`config.mk`:
```
export PLATFORM = sky130hd
export DESIGN_NAME = riscv_mem_arbiter
export DESIGN_NICKNAME = d
export VERILOG_FILES = /design/src/rtl/riscv_mem_arbiter.sv
export SDC_FILE = /design/constraint.sdc
export NUM_CORES = 1
export LEC_CHECK = 0
export ABC_CLOCK_PERIOD_IN_PS = 1680
export BUFFER_PORTS_ARGS = -buffer_cell sky130_fd_sc_hd__buf_2
export CORE_MARGIN = 3
export CORE_UTILIZATION = 37
export CTS_BUF_LIST = sky130_fd_sc_hd__clkbuf_8 sky130_fd_sc_hd__clkbuf_16
export CTS_CLUSTER_SIZE = 12
export DETAILED_ROUTE_END_ITERATION = 10
export PLACE_DENSITY_LB_ADDON = 0.3
export SKIP_CTS_REPAIR_TIMING = 1
export SYNTH_ARGS = -nofsm -noshare
export SYNTH_HDL_FRONTEND = slang
export SYNTH_SLANG_ARGS = --single-unit
```
`constraint.sdc`:
```
create_clock -name clk -period 1.68 [get_ports clk]
set_input_delay 0.084 -clock clk [delete_from_list [all_inputs] [get_ports clk]]
set_output_delay 0.084 -clock clk [all_outputs]
set_load 0.01 [all_outputs]
```
`src/rtl/riscv_mem_arbiter.sv`:
```
// Two-port (fetch / load-store) arbiter in front of a single-port RAM.
// Data wins ties until it has won MAX_STREAK times in a row over a waiting fetch.
module riscv_mem_arbiter #(
  parameter int WORD_LENGTH = 32,
  parameter int NUM_MEM     = 128,
  parameter int MAX_STREAK  = 2
) (
  input  logic                   clk,
  input  logic                   rst,
  input  logic                   i_req,
  input  logic [WORD_LENGTH-1:0] i_addr,
  output logic                   i_ready,
  output logic                   i_rvalid,
  output logic [WORD_LENGTH-1:0] i_rdata,
  output logic                   i_err,
  input  logic                   d_req,
  input  logic                   d_we,
  input  logic [WORD_LENGTH-1:0] d_addr,
  input  logic [WORD_LENGTH-1:0] d_wdata,
  output logic                   d_ready,
  output logic                   d_rvalid,
  output logic [WORD_LENGTH-1:0] d_rdata,
  output logic                   d_err,
  output logic [WORD_LENGTH-1:0] m_addr,
  output logic                   m_write_en,
  output logic [WORD_LENGTH-1:0] m_wdata,
  input  logic [WORD_LENGTH-1:0] m_rdata
);

  localparam logic MEM_WRITE   = 1'b1;
  localparam logic MEM_NOWRITE = 1'b0;
  localparam logic [1:0] STREAK_LIM = 2'(MAX_STREAK);
  localparam logic [WORD_LENGTH-1:0] ADDR_MAX = WORD_LENGTH'(NUM_MEM - 4);

  function automatic logic addr_fault(input logic [WORD_LENGTH-1:0] a);
    return (a[1:0] != 2'b00) || (a > ADDR_MAX);
  endfunction

  logic [1:0]             r_streak;
  logic                   w_grant_i_p0;
  logic                   w_grant_d_p0;
  logic                   w_fault_i_p0;
  logic                   w_fault_d_p0;
  logic                   r_i_vld_p1;
  logic                   r_i_err_p1;
  logic [WORD_LENGTH-1:0] r_i_rdata_p1;
  logic                   r_d_vld_p1;
  logic                   r_d_err_p1;
  logic [WORD_LENGTH-1:0] r_d_rdata_p1;

  // Stage p0: grant selection and RAM drive, all in the request cycle
  always_comb begin
    w_grant_d_p0 = 1'b0;
    w_grant_i_p0 = 1'b0;
    if (!rst) begin
      w_grant_d_p0 = d_req && !(i_req && (r_streak == STREAK_LIM));
      w_grant_i_p0 = i_req && !w_grant_d_p0;
    end
  end

  assign w_fault_i_p0 = addr_fault(i_addr);
  assign w_fault_d_p0 = addr_fault(d_addr);

  assign i_ready    = w_grant_i_p0;
  assign d_ready    = w_grant_d_p0;
  assign m_addr     = w_grant_d_p0 ? d_addr : i_addr;
  assign m_wdata    = (w_grant_d_p0 && d_we) ? d_wdata : '0;
  assign m_write_en = (w_grant_d_p0 && d_we && !w_fault_d_p0) ? MEM_WRITE : MEM_NOWRITE;

  // Streak only counts data wins that actually held off a pending fetch
  always_ff @(posedge clk) begin
    if (rst) begin
      r_streak <= 2'd0;
    end else if (!i_req || w_grant_i_p0) begin
      r_streak <= 2'd0;
    end else if (w_grant_d_p0 && (r_streak != 2'b11)) begin
      r_streak <= r_streak + 2'd1;
    end
  end

  // Stage p1: response registered at the accept edge
  always_ff @(posedge clk) begin
    if (rst) begin
      r_i_vld_p1   <= 1'b0;
      r_i_err_p1   <= 1'b0;
      r_i_rdata_p1 <= '0;
      r_d_vld_p1   <= 1'b0;
      r_d_err_p1   <= 1'b0;
      r_d_rdata_p1 <= '0;
    end else begin
      r_i_vld_p1 <= w_grant_i_p0;
      r_i_err_p1 <= w_grant_i_p0 && w_fault_i_p0;
      if (w_grant_i_p0 && !w_fault_i_p0) begin
        r_i_rdata_p1 <= m_rdata;
      end
      r_d_vld_p1 <= w_grant_d_p0;
      r_d_err_p1 <= w_grant_d_p0 && w_fault_d_p0;
      if (w_grant_d_p0 && !d_we && !w_fault_d_p0) begin
        r_d_rdata_p1 <= m_rdata;
      end
    end
  end

  // A response still in flight when reset rises is suppressed immediately
  assign i_rvalid = r_i_vld_p1 && !rst;
  assign i_err    = r_i_err_p1 && !rst;
  assign i_rdata  = r_i_rdata_p1;
  assign d_rvalid = r_d_vld_p1 && !rst;
  assign d_err    = r_d_err_p1 && !rst;
  assign d_rdata  = r_d_rdata_p1;

endmodule

```
==> impl_metrics.yaml <==
route:
  drc: 0
  routed_wl_um: 18700
  drt_iter0_drc: 221
  routedWlPerCell_um: 22.7
  vias_per_cell: 5.56
  num_vias: 4587
  drtAntennaViolNets: 0
  first_pass_iters: 5
critical_path:
  start_kind: "flop"
  critPathBufInv: 4
  worst-r2r-cell-count: 8
  critPathMaxStageDelay_ns: 0.35
  critical_path_cell_count: 7
  cp-end-kind: "output pin"
  cp_common_cell: "buf_6"
  path_max_fanout: 8
  critPathRequiredTime_ns: 1.60
  crit_type: "flop to output pin"
  cp_cell_sequence: "inv_2 -> ha_4 -> a211oi_4 -> buf_6 -> buf_6 -> mux2_2 -> buf_6"
  critical_path.slowest_cell: "mux2_2"
  cpLargestDelayFamily: "buffers and inverters"
  crit_arrival_ns: 1.91
logic_synthesis:
  yosys.area.top_type_share_pct: 38.7
  synthArstFlopShare_pct: 0
  syn_inst: 384
  synth_flop_cell: "dfxtp_1"
  yosysSeqAreaShare_pct: 38.7
  synth.distinct_cells: 28
  synth_edf_count: 0
  synth_top_cell_by_area: "dfxtp_1"
  ys_ff_latch: 70
  yosys-top-cells-area: "dfxtp_1 39%, mux2_2 20%, o31ai_1 6.6%, nor2b_1 6.4%, nand4_1 5.9%"
  syn_area_per_cell_um2: 9.42
  syn_area_um2: 3620
  ys_warn_count: 0
  syn_nets: 519
sta:
  slew_headroom_pct: 49.4
  min_period_ns: 2.00
  fin_ws_ns: -0.319
  slew_violations: 0
  tns_ns: -27.00
  fin_worst_skew_ns: 0.0102
  fmax_ghz: 0.500
  min_period_over_period_pct: 119
  rsz0062_at_grt: "yes"
  tightestPinTransition_ns: 0.759
  setup-violations-final: 123
  final_hold_viol_count: 0
clock_tree:
  clock_latency_ns: 0.33
  path_clk_slew_ns: 0.07
  cts_buffer_depth: 2
  clock-sinks: 70
  numCtsBuffers: 9
  ctsHtreeMaxLevel: 3
  cts_tree: "done"
  cts-root-buf: "clkbuf_8"
floorplanning:
  die_h_um: 105
  fp.dieArea_um2: 11000
  coreArea_um2: 9370
  dieWidth_um: 105
  start_util_pct: 38.6
  rows: 35
  io_pins: 268
pwr:
  swShare_pct: 26.7
  comb_power_share_pct: 24.6
  p_sw_w: 0.000989
  peakVddDrop_v: 0.000420
  p_int_w: 0.00272
  finalPower_w: 0.00371
  p_leak_nw: 3.26
  p_seq_share_pct: 45.0
  p_clk_share_pct: 30.4
  power.density_nw_per_um2: 531
final_layout:
  drive_gt1_share_pct: 64.5
  final_cells: 825
  mostFrequentLayoutCells: "207 x buf_2, 68 x dfxtp_1, 66 x buf_6"
  nFillCells: 691
  antennaDiodeCount: 0
  multiInputGateArea_um2: 2620
  area_growth_syn_to_layout_pct: 93.1
  regArea_um2: 1400
  final_common_cell: "buf_2"
  finalNetCount: 828
grt:
  overflow: 0
  grt_pass1_vias: 4023
  grt_max_degree: 70
  antenna_found_initial: 0
  grt_pass1_wl_um: 22400
  track_usage_pct: 25.9
placement:
  dp_hpwl_um: 12000
  dp.cells: 764
  gp_congestion: 1.04
  io_buffers: 267
min_path:
  whs_path_depth: 2
  hp-class: "primary input to flop"
status:
  run_status: "finished with violations"
  failed_checks: "negative setup slack"
flow_run:
  maxCapViolations: 0
## final timing paths
kind | slack (ns) | startpoint | to
worst max register to register | -0.29 | r_streak[0]$_SDFFE_PP0P_ | d_rdata[12]$_SDFFE_PP0P_
worst max-delay path | -0.32 | r_streak[0]$_SDFFE_PP0P_ | m_addr[0]
worst min-delay path | 0.006 | m_rdata[2] | i_rdata[2]$_SDFFE_PP0P_
worst min register to register | 0.47 | d_rdata[17]$_SDFFE_PP0P_ | d_rdata[17]$_SDFFE_PP0P_
## Yosys cell counts, types with 2 or more instances
| library cell | instances |
|---|---|
| nand3_1 | 2 |
| buf_4 | 3 |
| nor2_1 | 6 |
| nor4_1 | 12 |
| nor2b_1 | 37 |
| dfxtp_1 | 70 |
| o31ai_1 | 32 |
| inv_1 | 4 |
| nor3_1 | 3 |
| a21oi_1 | 33 |
| clkbuf_1 | 28 |
| nand4_1 | 34 |
| and3_1 | 33 |
| nand2_1 | 2 |
| mux2_2 | 63 |
| ha_1 | 2 |
| buf_2 | 9 |
## power groups by stage
stage | clock (W) | sequential, W | combinational, W
after floorplan | 0 | 0.00170 | 0.000230
after global placement | 0 | 0.00170 | 0.000577
after detailed placement | 0 | 0.00170 | 0.000583
after CTS | 0.00115 | 0.00167 | 0.000586
after global routing | 0.00121 | 0.00167 | 0.000951
final | 0.00113 | 0.00167 | 0.000913
## routing by layer
layer / vias up / part of all wire, % / GRT usage (%)
met4: 0 / 4.4 / 7.31
met3: 36 / 7.5 / 6.18
met1: 2236 / 37 / 31.3
li1: 2052 / - / -
met2: 263 / 51 / 45.7
met5: - / 0 / 0
## area by class of cell
type                       instances  share of cell area (%)
clock buffer                      10                    1.97
multi-input combinational        269                    37.5
sequential                        70                    20.1
tap                              129                    2.31
clock inverter                     4                   0.269
inverter                           4                   0.215
timing repair buffer             339                    37.6
## state kept, by name (all words and copies together) (netlist names)
| name | flops |
|---|---|
| r_streak | 2 |
| d_rdata | 32 |
| r_i_err_p1 | 1 |
| r_d_err_p1 | 1 |
| i_rdata | 32 |
| r_d_vld_p1 | 1 |
| r_i_vld_p1 | 1 |
## through the flow
step	utilization, %	hold slack, ns	cell area (um2)	setup WS [ns]
3_5_place_dp	56.1	0.323	5250	-0.121
5_1_grt	74.6	0.0000718	6990	-0.394
3_3_place_gp	56.1	0.311	5250	-0.0780
4_1_cts	57.7	-0.0295	5410	-0.463
2_1_floorplan	-	0.188	3630	0.0154
6_report	74.6	0.00562	6990	-0.319
## cells by family (layout without fill, tap and decap cells)
logic type	Yosys count	after routing	synth area share [%]
simple gates	131	131	22.3
compound gates	71	71	12.8
flops	70	70	38.7
mux	64	64	19.9
buf+inv	45	357	5.32
fa+ha+maj	2	2	0.691
xor+xnor	1	1	0.242
Note: power is estimated with default switching activity, not from simulation.
